**src/rtl/rr_mux_arbiter.sv**
```systemverilog
// rr_mux_arbiter: round-robin arbiter that owns the select of a wide input mux and registers the winner
// Ports:
//   clk        rising-edge clock
//   rst        asynchronous active-high reset
//   req_valid  per-requester valid (M bits)
//   req_data   requester i data at [i*N +: N]
//   req_ready  one-hot (or zero) grant, combinational
//   out_valid  output register holds a word
//   out_data   registered winner data
//   out_src    registered index of the winning requester
//   out_ready  consumer accepts out_data when out_valid & out_ready
module rr_mux_arbiter #(
    parameter int N = 32,
    parameter int M = 8,
    localparam int SW = (M > 1) ? $clog2(M) : 1
) (
    input  logic           clk,
    input  logic           rst,
    input  logic [M-1:0]   req_valid,
    input  logic [M*N-1:0] req_data,
    output logic [M-1:0]   req_ready,
    output logic           out_valid,
    output logic [N-1:0]   out_data,
    output logic [SW-1:0]  out_src,
    input  logic           out_ready
);
    logic [SW-1:0]         ptr;
    logic [SW-1:0]         win;
    logic                  found;
    logic                  load;
    logic [(1<<SW)-1:0]    valid_pad;
    int                    idx;

    // Scan ptr, ptr+1, ... with an explicit wrap at M so non-power-of-2 M never aliases.
    // The padded copy keeps every index in range of a full SW-bit select.
    always_comb begin
        valid_pad = '0;
        valid_pad[M-1:0] = req_valid;
        found = 1'b0;
        win = '0;
        idx = 0;
        for (int k = 0; k < M; k++) begin
            idx = int'(ptr) + k;
            idx = (idx >= M) ? idx - M : idx;
            if (!found && valid_pad[idx[SW-1:0]]) begin
                found = 1'b1;
                win = idx[SW-1:0];
            end
        end
    end

    assign load = ~out_valid | out_ready;
    // Grants are held low while in reset so nothing appears accepted that will not be loaded.
    assign req_ready = (load && found && !rst) ? M'(1) << win : '0;

    always_ff @(posedge clk or posedge rst) begin
        if (rst) begin
            out_valid <= 1'b0;
            out_data <= '0;
            out_src <= '0;
            ptr <= '0;
        end else if (load) begin
            out_valid <= found;
            if (found) begin
                out_data <= req_data[int'(win)*N +: N];
                out_src <= win;
                ptr <= (int'(win) == M - 1) ? '0 : win + 1'b1;
            end
        end
    end
endmodule

```
**config.mk**
```make
export PLATFORM = sky130hd
export DESIGN_NAME = rr_mux_arbiter
export DESIGN_NICKNAME = d
export VERILOG_FILES = /design/src/rtl/rr_mux_arbiter.sv
export SDC_FILE = /design/constraint.sdc
export NUM_CORES = 1
export LEC_CHECK = 0
export CAP_MARGIN = 20
export CORE_MARGIN = 5
export CORE_UTILIZATION = 38
export DETAILED_ROUTE_END_ITERATION = 8
export GPL_TIMING_DRIVEN = 0
export PLACE_DENSITY = 0.83
export SYNTH_ARGS = -nofsm -noshare
export SYNTH_HDL_FRONTEND = slang
export SYNTH_SLANG_ARGS = --single-unit
```
**constraint.sdc**
```tcl
create_clock -name clk -period 5.8 [get_ports clk]
set_input_delay 0.58 -clock clk [delete_from_list [all_inputs] [get_ports clk]]
set_output_delay 0.58 -clock clk [all_outputs]
set_load 0.01 [all_outputs]
```
[After elaboration in Yosys (flattened, before gate mapping)]
Index checks and enable logic that the tools add are counted.
Operators by class
  eq/ne operators: 1
  mux-type cells: 42
  reductions and logical operators: 18
  shift-type cells: 2
  bitwise logic cells: 2
  add/sub/neg operators: 16
  order comparisons: 16
Operators with widths (number)
  256-bit by 9-bit variable part select with 32-bit output: 1
  3-bit 2-to-1 mux: 17
  3-bit by 4-bit less-than comparator with 1-bit output, second input constant: 8
  4-bit >= comparator, second input constant: 7
  1-bit binary-select mux with 3-bit select: 8
  3-bit by 1-bit subtractor with 3-bit output, second input constant: 8
  3-bit by 3-bit adder with 4-bit output, second input constant: 4
  1-bit 2-to-1 mux: 16
  1-bit logical AND: 9
  3-bit by 2-bit adder with 4-bit output, second input constant: 2
  1-bit logical NOT: 8
  8-bit 2-to-1 mux: 1
  1-bit by 3-bit << shifter with 8-bit output, first input constant: 1
  3-bit by 1-bit adder with 4-bit output, second input constant: 1
  3-bit by 4-bit >= comparator with 1-bit output, second input constant: 1
  3-bit by 1-bit adder with 3-bit output, second input constant: 1
  3-bit by 1-bit equality test with 1-bit output, second input constant: 1
  2-bit AND reduction: 1
  1-bit inverter: 1
  1-bit OR: 1
Storage, ports and cells
  register bits: 39
  logic and storage cells: 101
  output and inout port bits: 44

[Depth between registers and ports, before layout]
  depth after elaboration: 29
  gate-level depth with buffers: 18
  mapped depth without buffers: 11

[Least setup slack after synthesis]
Ideal clock, no wire load.
  path type: register to output
  start: register ptr[1]
  end: output req_ready[5]
  setup slack: 0.689 ns
  data required time: 5.220 ns
  arrival time: 4.531 ns
  cell stages (with the launch flop): 16
  cells stage by stage: dfrtp_1 -> buf_2 -> clkbuf_1 -> inv_1 -> ha_1 -> buf_6 -> mux2_1 -> mux4_2 -> or4_4 -> or4_4 -> o21ai_2 -> nor2_4 -> buf_2 -> buf_2 -> or4_1 -> nor2_1
Between the ends
  word-level cells in the longest chain between the ends: 29
  elaborated cells on any way between the ends: 81
  classes of those cells: add/sub (15); order compare (8); shift (1); mux (41); reduce/logical (16)
Ends and longest elaborated chain
  start: declaration: RTL line 27  | logic [SW-1:0] ptr;
  start signal: assignment: RTL line 67  | ptr <= (int'(win) == M - 1) ? '0 : win + 1'b1;
  branches (longest 28 deep; another with 3-bit by 1-bit adder with 4-bit output)
  8-bit 2-to-1 mux *: RTL line 54  | assign req_ready = (load && found && !rst) ? M'(1) << win : '0;
  end: declaration: RTL line 21  | output logic [M-1:0] req_ready,
Mark *: on every way between the ends. The select of a mux whose other input is x is not followed.

[Worst setup path in the final report]
  start: register ptr[1]
  end: output req_ready[1]
Same word-level chain as after synthesis.

==> impl_metrics.tcl <==
set metrics [dict create \
    area_growth_pct 71.8 \
    tritoncts "built" \
    synth_most_common_cell "nand2_1" \
    synthArstFlopShare_pct 100 \
    placed_area_um2 8330 \
    synth_cell_types 53 \
    syn_area_um2 4990 \
    status "completed" \
    power_density_nw_per_um2 800 \
    core_um2 12700 \
    post-route-min-period_ns 5.60 \
    synth_top_flop_cell "dfrtp_1" \
    p_leak_nw 3.62 \
    hold_viol_final 0 \
    grt_max_degree 36 \
    hold_path.class "register to register" \
    crit_chain "buf_12, clkinvlp_4, ha_1, buf_6, mux2_1, mux4_2, or4_4, or4_4, o21a_1, clkbuf_1, nand2_2, clkbuf_4, nand3_1, nor2_1, clkdlybuf4s50_1" \
    cp_slowest_cell "or4_4" \
    cp_top_family "simple AND/OR/NAND/NOR gates" \
    io_buffers 310 \
    design_power_total_mw 6.85 \
    setup_viol 0 \
    irDropWorstVdd_mv 0.463 \
    rsz0062_at_grt "false" \
    crit_required_ns 5.22 \
    synth_cells 607 \
    numCtsBuffers 5 \
    cts.sinks 39 \
    htree_levels 2 \
    initial_core_util_pct 39.2 \
    drtIter0Drc 572 \
    fin_crit_sh_pct 96.5 \
    endpoint_kind "primary output" \
    start_kind "register" \
    grt_pass1_wl_um 36800 \
    firstDrtPassIters 5 \
    ant_nets 0 \
    cp_max_fo 19 \
    setup_slack_ns 0.205 \
    drive_gt1_share_pct 12.0 \
    slew_viol_final 0 \
    nets 1196 \
    vias_per_cell 5.88 \
    fin_skew_ns 0.0169 \
    syn_nets 876 \
    synthTopCellsByCount "nand2_1 (77), a21oi_1 (70), nand3_1 (67), o21ai_0 (41)" \
    post-place-ws_ns -0.443 \
    gp_congestion 0.936 \
    critPathMaxStageDelay_ns 0.58 \
    globalRouteOverflowTotal 0 \
    yosys_register_bits 39 \
    tightest_slew_ns 1.03 \
    crit_top_cell "or4_4" \
    synth_top_area_share_pct 19.6 \
    ys_seq_area_share_pct 19.6 \
    antenna_found_initial 1 \
    clk_pin_slew_ns 0.07 \
    holdBufCountCts 0 \
    synth_largest_area_cell "dfrtp_1" \
    totalWireLength_um 24400 \
    track_usage_pct 29.7 \
    root_buffer "clkbuf_16" \
    cts_buffer_depth 2 \
    design_area_um2 8570 \
    worst-endpoint-arrival_ns 5.02 \
    syn_area_per_cell_um2 8.22 \
    worstSetupPathType "register to primary output" \
    maxCapViolations 0 \
    synth_edf_count 0 \
    die_x_um 125 \
    synth.area.top_cells "dfrtp_1 (20%), mux2_4 (9.0%), mux4_2 (7.7%)" \
    post-route-util_pct 67.3 \
    wl_per_cell_um 22.2 \
    dp_hpwl_um 19500 \
    worstSkewPairLatency_ns 0.30 \
    die_h_um 125 \
    worst-path-buf-inv 6 \
    nFillCells 1149 \
    io_pins 311 \
    num_rows 41 \
    drc 0 \
    grt_pass1_vias 6594 \
    yosys_warnings 0 \
    slew_headroom_pct 30.7 \
    clock.fmax_ghz 0.179 \
    dr_total_vias 6476 \
    fp.dieArea_um2 15500 \
]
## power by group
group / leakage, nW / internal, mW / switching, mW
Clock: 0.0804 / 0.205 / 0.133
Combinational: 3.07 / 2.54 / 3.46
Sequential: 0.470 / 0.429 / 0.0863
Total: 3.62 / 3.17 / 3.68
## routing by layer
| metal | wire length [µm] | vias to the layer above | track usage, % | part of all wire [%] |
|---|---|---|---|---|
| met3 | 2100 | 39 | 6.60 | 8.6 |
| li1 | - | 3001 | - | - |
| met4 | 645 | 0 | 8.83 | 2.6 |
| met2 | 12200 | 327 | 52.5 | 50 |
| met5 | 0 | - | 0 | 0 |
| met1 | 9480 | 3109 | 36.1 | 39 |
## through the flow
| stage | std cells | setup TNS [ns] | hold WS, ns |
|---|---|---|---|
| after floorplan | 607 | 0 | 0.516 |
| after global placement | 1089 | -1.83 | 0.460 |
| after detailed placement | 1090 | -2.43 | 0.472 |
| after CTS | 1099 | 0 | 0.488 |
| after global routing | 1101 | 0 | 0.525 |
| final | 1102 | 0 | 0.487 |
## logic make-up (layout without fill, tap and decap cells)
| family | Yosys count | count (layout) | share of synthesized area [%] |
|---|---|---|---|
| flops | 39 | 39 | 19.6 |
| fa+ha+maj | 2 | 2 | 0.502 |
| compound gates | 235 | 235 | 33.8 |
| other cells | 0 | 2 | 0 |
| mux | 66 | 66 | 20.8 |
| xor+xnor | 7 | 7 | 1.23 |
| buf+inv | 71 | 392 | 6.62 |
| simple gates | 187 | 187 | 17.5 |
## worst register-to-register path, stage by stage (launching register included)
cell and delay (ns):
dfrtp_2 0.39, buf_12 0.17, clkinvlp_4 0.17, ha_1 0.33
buf_6 0.13, buf_2 0.27, mux4_2 0.60, mux2_2 0.33
a2111oi_0 0.51, o31ai_1 0.18, a211oi_2 0.32, or3_1 0.20
buf_2 0.28, buf_4 0.25, buf_4 0.20, nand2_1 0.08
a22oi_1 0.25, a221o_1 0.19
## sequential cells by signal, summed over array words and instances, names as in the netlist
name and count:
ptr 3, out_src 3, out_data 32, out_valid 1
## cell usage in the layout, fill, tap and decap left out, drive strengths merged, types with 3 or more instances in the layout
| cell type | netlist | routed |
|---|---|---|
| xnor2 | 4 | 4 |
| o211a | 32 | 32 |
| clkbuf | 39 | 43 |
| nand3 | 67 | 67 |
| a221o | 32 | 32 |
| dfrtp | 39 | 39 |
| clkdlybuf4s50 | 0 | 310 |
| or4 | 3 | 3 |
| buf | 25 | 29 |
| a21oi | 70 | 70 |
| mux2i | 7 | 7 |
| mux4 | 17 | 17 |
| nor2b | 3 | 3 |
| inv | 7 | 7 |
| o31ai | 4 | 4 |
| nand2b | 4 | 4 |
| nor3 | 10 | 10 |
| nor2 | 16 | 16 |
| nand2 | 77 | 77 |
| a22oi | 33 | 33 |
| mux2 | 42 | 42 |
| xor2 | 3 | 3 |
| o21ai | 42 | 42 |
| or3 | 3 | 3 |
## area by class of cell
cell class                 count  area, µm²  area share (%)
inverter                       7       30.0           0.350
antenna                        2       5.00          0.0584
tap                          172        215            2.51
multi-input combinational    497       3700            43.2
timing repair buffer         316       3160            36.9
sequential                    39        977            11.4
clock buffer                   5        125            1.46
buffer                        61        309            3.61
clock inverter                 3       46.3           0.540
## final timing paths
check	cells past startpoint	to	start	slack, ns
worst min register to register	2	out_src[1]	out_src[1]	0.49
max in group asynchronous	3	out_valid	rst	4.77
min in group asynchronous	2	out_data[18]	rst	0.56
worst max register to register	17	out_data[24]	ptr[1]	0.92
worst max-delay path	15	req_ready[1]	ptr[1]	0.20
worst min-delay path	2	out_src[1]	out_src[1]	0.49
## what timing repair did
action / in CTS / in global routing
resized for setup: 7 / 4
pin swaps: 1 / 1
setup buffers: 2 / 3
setup endpoints to repair: 8 / 8
Note: power is estimated with default switching activity, not from simulation.
